==> src/rtl/cpu_ctrl_pkg.sv <==
// Shared types and constants for the multicycle CPU controller.
package cpu_ctrl_pkg;

  typedef enum logic [3:0] {
    FETCH   = 4'd0,
    DECODE  = 4'd1,
    EXECUTE = 4'd2,
    ALUWB   = 4'd3,
    MEMADR  = 4'd4,
    MEMRD   = 4'd5,
    MEMWB   = 4'd6,
    MEMWR   = 4'd7,
    BRANCH  = 4'd8,
    HALT    = 4'd9
  } state_t;

  localparam logic [1:0] OP_DP  = 2'b00;
  localparam logic [1:0] OP_MEM = 2'b01;
  localparam logic [1:0] OP_BR  = 2'b10;

  localparam logic [2:0] CMD_ADD = 3'b000;
  localparam logic [2:0] CMD_SUB = 3'b001;
  localparam logic [2:0] CMD_AND = 3'b010;
  localparam logic [2:0] CMD_ORR = 3'b011;
  localparam logic [2:0] CMD_CMP = 3'b100;

  localparam logic [2:0] ALU_ADD = 3'b000;
  localparam logic [2:0] ALU_SUB = 3'b001;
  localparam logic [2:0] ALU_AND = 3'b010;
  localparam logic [2:0] ALU_ORR = 3'b011;

  localparam int FLAG_N = 3;
  localparam int FLAG_Z = 2;
  localparam int FLAG_C = 1;
  localparam int FLAG_V = 0;

endpackage

==> src/rtl/mc_instr_decode.sv <==
// Combinational field decode of the upper instruction byte (Instr[25:18]).
module mc_instr_decode
  import cpu_ctrl_pkg::*;
#(
  parameter int ALUCTRL_W = 3
) (
  input  logic [7:0]           fields,
  output logic                 cond,
  output logic [1:0]           op,
  output logic                 i_bit,
  output logic                 sl_bit,
  output logic [ALUCTRL_W-1:0] alu_ctrl,
  output logic                 no_write,
  output logic                 flag_load,
  output logic [1:0]           imm_src
);

  logic [2:0] cmd;
  logic [2:0] alu_code;
  logic       is_cmp;
  logic       is_nop;

  // Split fields, map cmd to ALU op, classify non-writing commands
  always_comb begin
    cond     = fields[7];
    op       = fields[6:5];
    i_bit    = fields[4];
    cmd      = fields[3:1];
    sl_bit   = fields[0];
    alu_code = ALU_ADD;
    is_cmp   = 1'b0;
    is_nop   = 1'b0;
    case (cmd)
      CMD_ADD: alu_code = ALU_ADD;
      CMD_SUB: alu_code = ALU_SUB;
      CMD_AND: alu_code = ALU_AND;
      CMD_ORR: alu_code = ALU_ORR;
      CMD_CMP: begin
        alu_code = ALU_SUB;
        is_cmp   = 1'b1;
      end
      default: begin
        alu_code = ALU_ADD;
        is_nop   = 1'b1;
      end
    endcase
    alu_ctrl  = ALUCTRL_W'(alu_code);
    no_write  = is_cmp | is_nop;
    flag_load = is_cmp | (sl_bit & ~is_nop);
    case (op)
      OP_MEM:  imm_src = 2'b01;
      OP_BR:   imm_src = 2'b10;
      default: imm_src = 2'b00;
    endcase
  end

endmodule

==> src/rtl/multicycle_controller.sv <==
// Multicycle controller: FSM, condition flags and memory wait watchdog.
module multicycle_controller
  import cpu_ctrl_pkg::*;
#(
  parameter int ALUCTRL_W = 3,
  parameter int MAX_WAIT  = 16
) (
  input  logic                 clk,
  input  logic                 reset,
  input  logic [15:0]          Instr,
  input  logic [3:0]           ALUFlags,
  input  logic                 mem_ready,
  output logic                 mem_req,
  output logic                 PCWrite,
  output logic                 IRWrite,
  output logic                 RegWrite,
  output logic                 MemWrite,
  output logic                 AdrSrc,
  output logic                 ALUSrcA,
  output logic [1:0]           ALUSrcB,
  output logic [1:0]           ResultSrc,
  output logic [1:0]           ImmSrc,
  output logic [1:0]           RegSrc,
  output logic [ALUCTRL_W-1:0] ALUControl,
  output logic                 mem_err,
  output logic [3:0]           state_o
);

  localparam int WAIT_W = $clog2(MAX_WAIT + 1);

  state_t              state, state_next;
  logic [3:0]          flags;
  logic [WAIT_W-1:0]   wait_cnt;
  logic                wait_hit;
  logic                fault;

  logic                cond;
  logic [1:0]          op;
  logic                i_bit;
  logic                sl_bit;
  logic [ALUCTRL_W-1:0] alu_ctrl;
  logic                no_write;
  logic                flag_load;
  logic [1:0]          imm_src;

  logic                unused_ok;
  assign unused_ok = ^{Instr[7:0], flags[FLAG_N], flags[FLAG_C], flags[FLAG_V]};

  mc_instr_decode #(.ALUCTRL_W(ALUCTRL_W)) u_dec (
    .fields    (Instr[15:8]),
    .cond      (cond),
    .op        (op),
    .i_bit     (i_bit),
    .sl_bit    (sl_bit),
    .alu_ctrl  (alu_ctrl),
    .no_write  (no_write),
    .flag_load (flag_load),
    .imm_src   (imm_src)
  );

  // Fault fires on the last permitted wait cycle; a same-cycle mem_ready wins
  assign wait_hit = !mem_ready && (wait_cnt == WAIT_W'(MAX_WAIT - 1));

  // State register
  always_ff @(posedge clk or negedge reset) begin
    if (!reset) state <= FETCH;
    else        state <= state_next;
  end

  // Condition flags, loaded from the ALU at the end of EXECUTE
  always_ff @(posedge clk or negedge reset) begin
    if (!reset)                                flags <= '0;
    else if (state == EXECUTE && flag_load)    flags <= ALUFlags;
  end

  // Wait counter clears on any state change; sticky fault flag
  always_ff @(posedge clk or negedge reset) begin
    if (!reset) begin
      wait_cnt <= '0;
      mem_err  <= 1'b0;
    end else begin
      if (state_next != state)         wait_cnt <= '0;
      else if (mem_req && !mem_ready)  wait_cnt <= wait_cnt + 1'b1;
      if (fault)                       mem_err  <= 1'b1;
    end
  end

  // Next-state and output decode; everything held low while reset is asserted
  always_comb begin
    state_next = state;
    fault      = 1'b0;
    mem_req    = 1'b0;
    PCWrite    = 1'b0;
    IRWrite    = 1'b0;
    RegWrite   = 1'b0;
    MemWrite   = 1'b0;
    AdrSrc     = 1'b0;
    ALUSrcA    = 1'b0;
    ALUSrcB    = 2'b00;
    ResultSrc  = 2'b00;
    ImmSrc     = 2'b00;
    RegSrc     = 2'b00;
    ALUControl = ALUCTRL_W'(ALU_ADD);
    state_o    = state;
    if (reset) begin
      case (state)
        FETCH: begin
          mem_req   = 1'b1;
          ALUSrcA   = 1'b1;
          ALUSrcB   = 2'b10;
          ResultSrc = 2'b10;
          IRWrite   = mem_ready;
          PCWrite   = mem_ready;
          if (mem_ready)     state_next = DECODE;
          else if (wait_hit) begin
            state_next = HALT;
            fault      = 1'b1;
          end
        end
        DECODE: begin
          ALUSrcA   = 1'b1;
          ALUSrcB   = 2'b10;
          ResultSrc = 2'b10;
          if ((cond && !flags[FLAG_Z]) || op == 2'b11) state_next = FETCH;
          else if (op == OP_DP)                        state_next = EXECUTE;
          else if (op == OP_MEM)                       state_next = MEMADR;
          else                                         state_next = BRANCH;
        end
        EXECUTE: begin
          ALUSrcB    = i_bit ? 2'b01 : 2'b00;
          ALUControl = alu_ctrl;
          state_next = no_write ? FETCH : ALUWB;
        end
        ALUWB: begin
          RegWrite   = 1'b1;
          state_next = FETCH;
        end
        MEMADR: begin
          ALUSrcB    = 2'b01;
          ImmSrc     = imm_src;
          state_next = sl_bit ? MEMRD : MEMWR;
        end
        MEMRD: begin
          mem_req = 1'b1;
          AdrSrc  = 1'b1;
          if (mem_ready)     state_next = MEMWB;
          else if (wait_hit) begin
            state_next = HALT;
            fault      = 1'b1;
          end
        end
        MEMWB: begin
          RegWrite   = 1'b1;
          ResultSrc  = 2'b01;
          state_next = FETCH;
        end
        MEMWR: begin
          mem_req  = 1'b1;
          AdrSrc   = 1'b1;
          RegSrc   = 2'b10;
          MemWrite = 1'b1;
          if (mem_ready)     state_next = FETCH;
          else if (wait_hit) begin
            state_next = HALT;
            fault      = 1'b1;
          end
        end
        BRANCH: begin
          ALUSrcB    = 2'b01;
          ImmSrc     = imm_src;
          ResultSrc  = 2'b10;
          PCWrite    = 1'b1;
          state_next = FETCH;
        end
        HALT:    state_next = HALT;
        default: state_next = FETCH;
      endcase
    end
  end

endmodule

==> config.mk <==
export PLATFORM = sky130hd
export DESIGN_NAME = multicycle_controller
export DESIGN_NICKNAME = d
export VERILOG_FILES = /design/src/rtl/cpu_ctrl_pkg.sv /design/src/rtl/mc_instr_decode.sv /design/src/rtl/multicycle_controller.sv
export SDC_FILE = /design/constraint.sdc
export NUM_CORES = 1
export LEC_CHECK = 0
export CORE_MARGIN = 2
export CORE_UTILIZATION = 45
export DETAILED_ROUTE_END_ITERATION = 10
export MAX_ROUTING_LAYER = met4
export PLACE_DENSITY = 0.85
export SKIP_CTS_REPAIR_TIMING = 1
export SYNTH_ARGS = -nofsm -noshare
export SYNTH_HDL_FRONTEND = slang
export SYNTH_SLANG_ARGS = --single-unit
==> constraint.sdc <==
create_clock -name clk -period 6.1 [get_ports clk]
set_input_delay 1.22 -clock clk [delete_from_list [all_inputs] [get_ports clk]]
set_output_delay 1.22 -clock clk [all_outputs]
set_load 0.005 [all_outputs]
# Yosys cells after proc, flatten, opt, wreduce, memory -nomap -nowiden
# Cells that the tools add are included.
# op_classes
add_sub_neg	1
eq_ne	18
n_mux	46
bitwise_logic	3
reduce_logical	19
# ops
cell	count
two-way mux 4 bit	8
one-hot mux 4 bit (7 select lines)	1
two-way mux 1 bit	20
equality test 4 x 3 -> 1 bit (second input constant)	4
two-way mux 2 bit	8
one-hot mux 2 bit (3 select lines)	2
two-way mux 5 bit	2
OR reduction 2 bit	5
equality test 4 x 2 -> 1 bit (second input constant)	2
equality test 4 bit (second input constant)	2
one-hot mux 2 bit (2 select lines)	2
equality test 3 x 2 -> 1 bit (second input constant)	2
two-way mux 3 bit	2
OR reduction 3 bit	2
adder 5 x 1 -> 5 bit (second input constant)	1
equality test 5 x 4 -> 1 bit (second input constant)	1
OR reduction 5 bit	1
equality test 2 bit (second input constant)	2
equality test 4 x 1 -> 1 bit (second input constant)	1
logical AND 1 bit	4
logical NOT 4 bit	1
!= test 4 bit	1
equality test 3 x 1 -> 1 bit (second input constant)	1
equality test 3 bit (second input constant)	1
9 further kinds	11
# word_totals
register_bits	13

# Logic depth before layout (Yosys ltp)
# Gate-level depths: netlist of run 1.
# logic_depth
depth_word	9
mapped_depth	8

# Modules after synthesis
# Synthesis of run 1 repeated with hierarchy kept, for this count alone.
# unflattened
hier_cells	148
hier_area_um2	1117.3
# modules_own_cells
module	instances	cells_per_inst	area_each_um2	seq_area_each_um2
multicycle_controller	1	132	1017.2	275.3
mc_instr_decode	1	16	100.1	0.0

# Least setup slack after synthesis of run 1
# Ideal clock, no wire load.
# synth_path
path_kind	in2out
from	in reset
to	out RegSrc[1]
arrival_ns	2.009
slack_ns	2.871
path_stages	5
path_cell_list	buf_2 -> nand2b_1 -> clkbuf_1 -> nor3_1 -> buf_4
# synth_via
elab_chain_len	1
# synth_rtl
element	line_no	text
start, declared	multicycle_controller.sv:9	input logic reset,
two-way mux 2 bit	multicycle_controller.sv:105	if (reset) begin
end, declared	multicycle_controller.sv:23	output logic [1:0] RegSrc,
# No other way between the ends.

# Worst setup path in the final report of run 1
# layout_path
from	in reset
to	out ImmSrc[1]
# layout_via
elab_chain_len	1
# layout_rtl
element	line_no	text
two-way mux 2 bit	multicycle_controller.sv:105	
end, declared	multicycle_controller.sv:22	output logic [1:0] ImmSrc,
# No other way between the ends.

==> results.json, run 1 <==
{
  "status": "completed",
  "drive_above_1_share_pct": 9.27,
  "synthArstFlopShare_pct": 100,
  "synth_ff_type": "dfrtp_1",
  "cpPeakStageDelay_ps": 510,
  "path_cells": "clkdlybuf4s50_1 > buf_4 > inv_1 > nor3_1 > o21ai_0 > nor2_1 > clkdlybuf4s50_1",
  "path_depth": 7,
  "die_w_um": 52.0,
  "critical_path_arrival_ps": 3270,
  "p_switching_uw": 196,
  "grt_pass1_vias": 990,
  "final.setup.tns_ps": 0,
  "cts_buffer_depth": 2,
  "timing.fmax_mhz": 223,
  "numCtsBuffers": 3,
  "post-place-ws_ps": 1640,
  "worst_pin_slew_ps": 654,
  "synthDistinctLibCells": 50,
  "clk_latency_ps": 270,
  "diodes": 0,
  "fin_ws_ps": 1610,
  "postSynthCellCount": 125,
  "final_nets": 177,
  "cp_max_fo": 20,
  "cts_tree": "built",
  "clock_skew_ps": 5.21,
  "synth_area_um2": 1030,
  "cp_num_buf_inv": 4,
  "combPwrFrac_pct": 55.9,
  "synth_largest_area_cell": "dfrtp_1",
  "synth_top_cells_by_count": "11 x dfrtp_1, 11 x nor2_1, 7 x nand2_1, 7 x nor3_1",
  "reg2reg_to": "wait_cnt[1]",
  "grt_pass1_wl_mm": 4.44,
  "drc_errors": 0,
  "ys_ff_latch": 11,
  "synthTopCellsByArea": "dfrtp_1 27%, nor2_1 4.0%, nor4_1 3.6%, nor3_1 3.4%, nand2b_1 3.0%",
  "dr_total_vias": 1035,
  "drt-pass1-iter-count": 4,
  "crit_end": "ImmSrc[1]",
  "cts-root-buf": "clkbuf_4",
  "leakagePower_uw": 0.000534,
  "drv_slew": 0,
  "crit_top_cell": "clkdlybuf4s50_1",
  "synth_edf_count": 0,
  "synthToLayoutAreaGrowth_pct": 30.8,
  "viasPerCell": 5.78,
  "power_density_nw_per_um2": 329,
  "finalCriticalPeriod_ps": 4490,
  "switching_share_pct": 44.0,
  "fin_crit_sh_pct": 73.5,
  "finalHoldViolCount": 0,
  "hpwl_mm": 1.96,
  "p_clk_share_pct": 11.1,
  "drt_wl_total_mm": 2.62,
  "worst-r2r-setup-slack_ps": 3780,
  "core_um2": 2190,
  "h-tree-depth": 1,
  "rr_worst_depth": 8,
  "p_seq_share_pct": 33.0,
  "dieArea_um2": 2700,
  "r2r-start": "wait_cnt[0]",
  "initial_core_util_pct": 47.2,
  "ys_warn_count": 0,
  "critical_path.startpoint": "reset",
  "hold_path.class": "reg -> reg",
  "max_cap_violations": 0,
  "ys_seq_area_share_pct": 26.6,
  "critical-path-top-delay-family": "buffers and inverters",
  "num_rows": 17,
  "peakVddDrop_mv": 0.248,
  "track_usage_pct": 22.4,
  "avgSynthCellArea_um2": 8.28,
  "drt_iter0_drc": 23,
  "cts_sinks": 11,
  "ios": 46,
  "cp_data_required_time_ps": 4880,
  "grt_max_degree": 22,
  "die_h_um": 52.0,
  "ant_nets": 0,
  "antenna_found_initial": 0,
  "slew-limit-headroom_pct": 56.4,
  "utilization_pct": 61.8,
  "wl_per_cell_um": 14.6,
  "intPower_uw": 250,
  "end_kind": "primary output",
  "setup_violations": 0,
  "grt_overflow": 0,
  "place_congestion": 0.836,
  "clk_pin_slew_ps": 70,
  "startpoint_type": "input pin",
  "rsz0062_at_grt": "no",
  "synth_top_area_share_pct": 26.6,
  "criticalPathCategory": "in -> out",
  "crit_slowest_cell": "clkdlybuf4s50_1",
  "port_buffers": 32
}
metal layers:
| metal | vias to the layer above | GRT usage [%] | routed length (µm) |
|---|---|---|---|
| met1 | 488 | 27.9 | 1140 |
| met3 | 4 | 5.75 | 136 |
| li1 | 505 | - | - |
| met4 | 0 | 6.58 | 28 |
| met5 | - | - | 0 |
| met2 | 38 | 35.7 | 1320 |
layout make-up:
cell class	instances	area, µm²
inverters	6	22.5
multi-input cells	97	667
fillers	194	837
flip-flops and latches	11	275
well taps	28	35.0
repair buffers	33	328
clock buffers	4	26.3
cells by family (layout without fill, tap and decap cells):
logic type      count (synthesis)  in the layout  synth area share, %
other cells                     1              2                0.362
simple gates                   58             58                 33.6
flops                          11             11                 26.6
mux                             3              3                 3.02
xor+xnor                        4              4                 3.39
compound gates                 28             28                 21.3
buf+inv                        18             43                 9.31
fa+ha+maj                       2              2                 2.42
sequential cells by signal (all words and copies together) (netlist names):
name      count
wait_cnt      5
state_o       4
flags         1
mem_err       1
worst min-delay path by stage:
stage | cells past startpoint | from | slack, ps | end
finish | 1 | mem_err | 470 | mem_err
global route | 1 | mem_err | 490 | mem_err
CTS | 1 | mem_err | 470 | mem_err
detailed placement | 1 | mem_err | 450 | mem_err
global placement | 1 | mem_err | 440 | mem_err
floorplan | 1 | mem_err | 450 | mem_err
through the flow:
step / power, µW / instances / hold WS (ps) / cell area (µm²)
floorplan: 306 / 126 / 451 / 1040
global placement: 383 / 175 / 442 / 1330
detailed placement: 394 / 175 / 452 / 1330
CTS: 445 / 179 / 472 / 1350
global route: 485 / 179 / 488 / 1350
finish: 446 / 179 / 466 / 1350
placed cells by master, fill, tap and decap left out, types with 2 or more instances in the layout:
master and n:
and3_1 2, clkdlybuf4s50_1 32, mux2i_1 2, dfrtp_1 11, nor2_1 11, a21oi_1 6
clkbuf_4 3, ha_1 2, nor3b_1 2, nand2_1 7, nor2b_1 5, o21ai_0 6
nand4_1 2, nor4_1 6, nor3_1 7, xor2_1 3, nand2b_1 5, inv_1 6
conb_1 2
power by group through the flow:
| stage | clock [µW] | sequential, µW | combinational, µW |
|---|---|---|---|
| 3_3_place_gp | 0 | 144 | 239 |
| 3_5_place_dp | 0 | 147 | 247 |
| 2_1_floorplan | 0 | 110 | 196 |
| 5_1_grt | 55.6 | 154 | 275 |
| 6_report | 49.3 | 147 | 249 |
| 4_1_cts | 50.7 | 146 | 249 |
(Power assumes the default switching activity.)
==> inputs of run 2 (changes only) <==
--- a/config.mk
+++ b/config.mk
@@ -6,10 +6,10 @@
 export NUM_CORES = 1
 export LEC_CHECK = 0
 export CORE_MARGIN = 2
-export CORE_UTILIZATION = 45
+export CORE_UTILIZATION = 38
 export DETAILED_ROUTE_END_ITERATION = 10
 export MAX_ROUTING_LAYER = met4
-export PLACE_DENSITY = 0.85
+export PLACE_DENSITY = 0.77
 export SKIP_CTS_REPAIR_TIMING = 1
 export SYNTH_ARGS = -nofsm -noshare
 export SYNTH_HDL_FRONTEND = slang
==> constraint.sdc (replaced) <==
create_clock -name clk -period 3.65 [get_ports clk]
set_input_delay 0.73 -clock clk [delete_from_list [all_inputs] [get_ports clk]]
set_output_delay 0.73 -clock clk [all_outputs]
set_load 0.005 [all_outputs]
==> run 2 against run 1 <==
Effect of this change: via count increased by 5.1%; global-route usage decreased by 3.8 points; total power increased by 68%; setup slack got worse by 1300 ps; wire length increased by 7.4%; largest power group unchanged; sequential power increased by 67%.
==> results.json, run 2 (synthesized netlist as in run 1, its figures left out) <==
{
  "holdWs_ps": 472,
  "criticalPathCategory": "in -> out",
  "power_density_nw_per_um2": 545,
  "power_uw": 748,
  "final.setup.tns_ps": 0,
  "fin_crit_sh_pct": 90.6,
  "rsz0062_at_grt": "no",
  "peakVddDrop_mv": 0.427,
  "dieArea_um2": 3160,
  "worst_pin_slew_ps": 672,
  "end_kind": "primary output",
  "multiInputGateArea_um2": 667,
  "numCtsBuffers": 3,
  "ant_nets": 0,
  "h-tree-depth": 1,
  "wl_per_cell_um": 15.4,
  "clk_latency_ps": 270,
  "viasPerCell": 5.95,
  "layout.cells.non_filler": 183,
  "clock_skew_ps": 3.40,
  "r2r-start": "wait_cnt[0]",
  "ios": 46,
  "critical_path_arrival_ps": 2580,
  "layout_common_cells": "32 x clkdlybuf4s50_1, 11 x nor2_1, 11 x dfrtp_1",
  "setup_violations": 0,
  "hold_path.class": "reg -> reg",
  "clk_pin_slew_ps": 70,
  "drt_wl_total_mm": 2.81,
  "antenna_found_initial": 0,
  "rr_worst_depth": 8,
  "cp_data_required_time_ps": 2920,
  "track_usage_pct": 18.5,
  "finalHoldViolCount": 0,
  "max_cap_violations": 0,
  "drv_slew": 0,
  "grt_pass1_vias": 998,
  "worst-r2r-setup-slack_ps": 1340,
  "drt-pass1-iter-count": 4,
  "cp_max_fo": 6,
  "hold-path-cell-count": 1,
  "cts_tree": "built",
  "grt_pass1_wl_mm": 4.53,
  "slew-limit-headroom_pct": 55.2,
  "final_area_um2": 1370,
  "die_h_um": 56.2,
  "worstHoldStart": "mem_err",
  "largest_reg_flops": 5,
  "finalCriticalPeriod_ps": 3310,
  "drive_above_1_share_pct": 10.5,
  "startpoint_type": "input pin",
  "drt_iter0_drc": 28,
  "leakagePower_uw": 0.000543,
  "synthToLayoutAreaGrowth_pct": 32.5,
  "final_nets": 179,
  "core_um2": 2520,
  "top_register": "wait_cnt",
  "initial_core_util_pct": 41.0,
  "cts_buffer_depth": 2,
  "num_rows": 18,
  "cts_sinks": 11,
  "grt_max_degree": 22,
  "diodes": 0,
  "grt_overflow": 0,
  "placed_area_um2": 1350,
  "reg2reg_to": "wait_cnt[2]",
  "timing.fmax_mhz": 302,
  "min_to": "mem_err",
  "num-fill-cells": 236,
  "seq_area_um2": 275,
  "cts-root-buf": "clkbuf_4",
  "drc_errors": 0,
  "port_buffers": 32,
  "place_congestion": 0.883,
  "placedCellCount": 179,
  "dr_total_vias": 1088,
  "die_w_um": 56.2,
  "final_common_cell": "clkdlybuf4s50_1",
  "status": "completed",
  "hpwl_mm": 2.11
}
-- run 2: cell count changes in the layout (fill, tap and decap cells not counted) --
cell,change
buf_4,+2
-- run 2: layer usage --
| metal | wire length, µm | global-route usage [%] | vias up |
|---|---|---|---|
| met3 | 187 | 4.19 | 7 |
| met5 | 0 | - | - |
| met2 | 1420 | 30.8 | 53 |
| met1 | 1170 | 22.9 | 519 |
| li1 | - | - | 509 |
| met4 | 30 | 4.42 | 0 |
-- run 2: how the worst max path moves through the flow --
stage                     startpoint   endpoint  slack, ps  depth (start not counted)
after CTS                      reset  ImmSrc[1]        360                          6
after detailed placement       reset  ImmSrc[1]        360                          6
after global routing           reset  ImmSrc[1]        240                          6
after global placement         reset  ImmSrc[0]        440                          6
final                          reset  ImmSrc[1]        340                          6
after floorplan                reset  RegSrc[1]       1400                          5
-- run 2: worst max-delay path, cell delays in order --
cell	delay [ps]
clkdlybuf4s50_1	590
inv_1	110
nor3_1	250
o21ai_0	230
nor2_1	140
clkdlybuf4s50_1	510
-- run 2: area by class of cell --
| cell class | instances | share of cell area (%) |
|---|---|---|
| repair buffers | 35 | 25.0 |
| well taps | 30 | 2.74 |
| flip-flops and latches | 11 | 20.1 |
| inverters | 6 | 1.64 |
| clock buffers | 4 | 1.92 |
| multi-input cells | 97 | 48.6 |
-- run 2: report_power, final --
group	internal [µW]	total [µW]	switching [µW]	leakage (µW)
Clock	42.4	83.9	41.5	0.0000150
Combinational	223	418	194	0.000380
Sequential	153	246	93.4	0.000148
Total	419	748	329	0.000543
-- run 2: stage by stage --
step	utilization [%]	setup WS, ps
5_1_grt	54.4	237
3_5_place_dp	53.3	361
2_1_floorplan	-	1400
3_3_place_gp	53.3	438
4_1_cts	54.4	362
6_report	54.4	343
==> inputs of run 3 (changes only) <==
--- a/config.mk
+++ b/config.mk
@@ -6,10 +6,12 @@
 export NUM_CORES = 1
 export LEC_CHECK = 0
 export CORE_MARGIN = 2
-export CORE_UTILIZATION = 38
+export CORE_UTILIZATION = 39
+export CTS_BUF_LIST = sky130_fd_sc_hd__clkbuf_8
 export DETAILED_ROUTE_END_ITERATION = 10
+export HOLD_SLACK_MARGIN = 0.06
 export MAX_ROUTING_LAYER = met4
-export PLACE_DENSITY = 0.77
+export PLACE_DENSITY = 0.78
 export SKIP_CTS_REPAIR_TIMING = 1
 export SYNTH_ARGS = -nofsm -noshare
 export SYNTH_HDL_FRONTEND = slang
==> run 3 against run 2 <==
Effect of this change: setup slack improved by 12 ps; cell count increased by 1.1%; die area decreased by 2.4%; register-to-register slack got worse by 30 ps.
==> results.json, run 3 (synthesized netlist as in run 1, its figures left out) <==
{
  "p_seq_share_pct": 31.7,
  "dr_total_vias": 1074,
  "top_register": "wait_cnt",
  "clk_latency_ps": 230,
  "final_common_cell": "clkdlybuf4s50_1",
  "num-fill-cells": 235,
  "hpwl_mm": 1.98,
  "antenna_found_initial": 0,
  "p_clk_share_pct": 14.7,
  "numCtsBuffers": 3,
  "drt_iter0_drc": 52,
  "max_cap_violations": 0,
  "hold_path.class": "reg -> reg",
  "h-tree-depth": 1,
  "startpoint_type": "input pin",
  "drv_slew": 0,
  "rsz0062_at_grt": "no",
  "final_nets": 181,
  "die_h_um": 55.5,
  "initial_core_util_pct": 41.4,
  "cp_max_fo": 4,
  "criticalPathCategory": "in -> out",
  "cp_num_buf_inv": 3,
  "grt_pass1_vias": 972,
  "power_density_nw_per_um2": 552,
  "place_congestion": 0.879,
  "fin_ws_ps": 355,
  "grt_overflow": 0,
  "cts-root-buf": "clkbuf_8",
  "cp_data_required_time_ps": 2920,
  "drt_wl_total_mm": 2.64,
  "peakVddDrop_mv": 0.362,
  "worst_pin_slew_ps": 648,
  "viasPerCell": 5.81,
  "dieArea_um2": 3080,
  "ios": 46,
  "setup_violations": 0,
  "placed_area_um2": 1360,
  "critical-path-top-delay-family": "buffers and inverters",
  "cpPeakStageDelay_ps": 540,
  "drive_above_1_share_pct": 11.6,
  "end_kind": "primary output",
  "timing.fmax_mhz": 303,
  "num_rows": 18,
  "grt_pass1_wl_mm": 4.39,
  "final.setup.tns_ps": 0,
  "clock_skew_ps": 0.382,
  "diodes": 0,
  "post-place-ws_ps": 398,
  "drc_errors": 0,
  "drt-pass1-iter-count": 4,
  "largest_reg_flops": 5,
  "utilization_pct": 56.2,
  "intPower_uw": 452,
  "path_cells": "clkdlybuf4s50_1 > inv_1 > nor3_1 > o21ai_0 > nor2_1 > clkdlybuf4s50_1",
  "final_area_um2": 1410,
  "synthToLayoutAreaGrowth_pct": 35.8,
  "wl_per_cell_um": 14.3,
  "core_um2": 2500,
  "slew-limit-headroom_pct": 56.8,
  "crit_slowest_cell": "clkdlybuf4s50_1",
  "finalCriticalPeriod_ps": 3300,
  "switching_share_pct": 41.7,
  "die_w_um": 55.5,
  "status": "completed",
  "critical_path_arrival_ps": 2570,
  "grt_max_degree": 22,
  "port_buffers": 32,
  "track_usage_pct": 17.8,
  "clk_pin_slew_ps": 50,
  "cts_sinks": 11,
  "layout_common_cells": "32 x clkdlybuf4s50_1, 11 x nor2_1, 11 x dfrtp_1",
  "worst-r2r-setup-slack_ps": 1310,
  "cts_tree": "built",
  "ant_nets": 0,
  "fin_crit_sh_pct": 90.3,
  "cts_buffer_depth": 2,
  "finalHoldViolCount": 0,
  "combPwrFrac_pct": 53.6,
  "p_switching_uw": 324,
  "leakagePower_uw": 0.000565,
  "crit_top_cell": "clkdlybuf4s50_1"
}
-- run 3: cell type report --
class	instances	area, µm²	share of cell area, %
repair buffers	37	358	25.5
inverters	6	22.5	1.60
multi-input cells	97	667	47.5
clock inverters	1	3.75	0.267
flip-flops and latches	11	275	19.6
clock buffers	3	41.3	2.94
well taps	30	37.5	2.67
-- run 3: worst register-to-register path, stage by stage (launching register included) --
cell and delay (ps):
dfrtp_1 400, ha_1 220, and3_1 180, ha_1 280
nor4b_1 180, o21ai_0 190, o211ai_1 140, nor3_1 500
nor4_1 120
-- run 3: metal layers --
| layer | vias up | routed length [µm] | share of wire, % | global-route usage (%) |
|---|---|---|---|---|
| li1 | 512 | - | - | - |
| met1 | 503 | 1170 | 44 | 23.9 |
| met2 | 55 | 1270 | 48 | 28.1 |
| met3 | 4 | 185 | 7.0 | 3.75 |
| met4 | 0 | 19 | 0.72 | 3.14 |
| met5 | - | 0 | 0 | - |
-- run 3: metrics by stage --
stage	cells	hold WS (ps)	power (µW)
2_1_floorplan	126	434	511
3_3_place_gp	181	445	649
3_5_place_dp	181	451	659
4_1_cts	185	463	778
5_1_grt	185	489	838
6_report	185	453	776
-- run 3: final timing paths --
check,from,to,cells past startpoint
min reg2reg,mem_err,mem_err,1
min,mem_err,mem_err,1
min in group asynchronous,reset,state_o[2],2
max in group asynchronous,reset,wait_cnt[0],2
max,reset,ImmSrc[0],6
max reg2reg,wait_cnt[0],wait_cnt[1],8
-- run 3: power groups by stage --
| stage | Clock, µW | Combinational, µW | Sequential [µW] |
|---|---|---|---|
| 3_3_place_gp | 0 | 405 | 244 |
| 2_1_floorplan | 0 | 328 | 183 |
| 6_report | 114 | 415 | 246 |
| 3_5_place_dp | 0 | 412 | 247 |
| 4_1_cts | 118 | 416 | 243 |
| 5_1_grt | 123 | 460 | 255 |
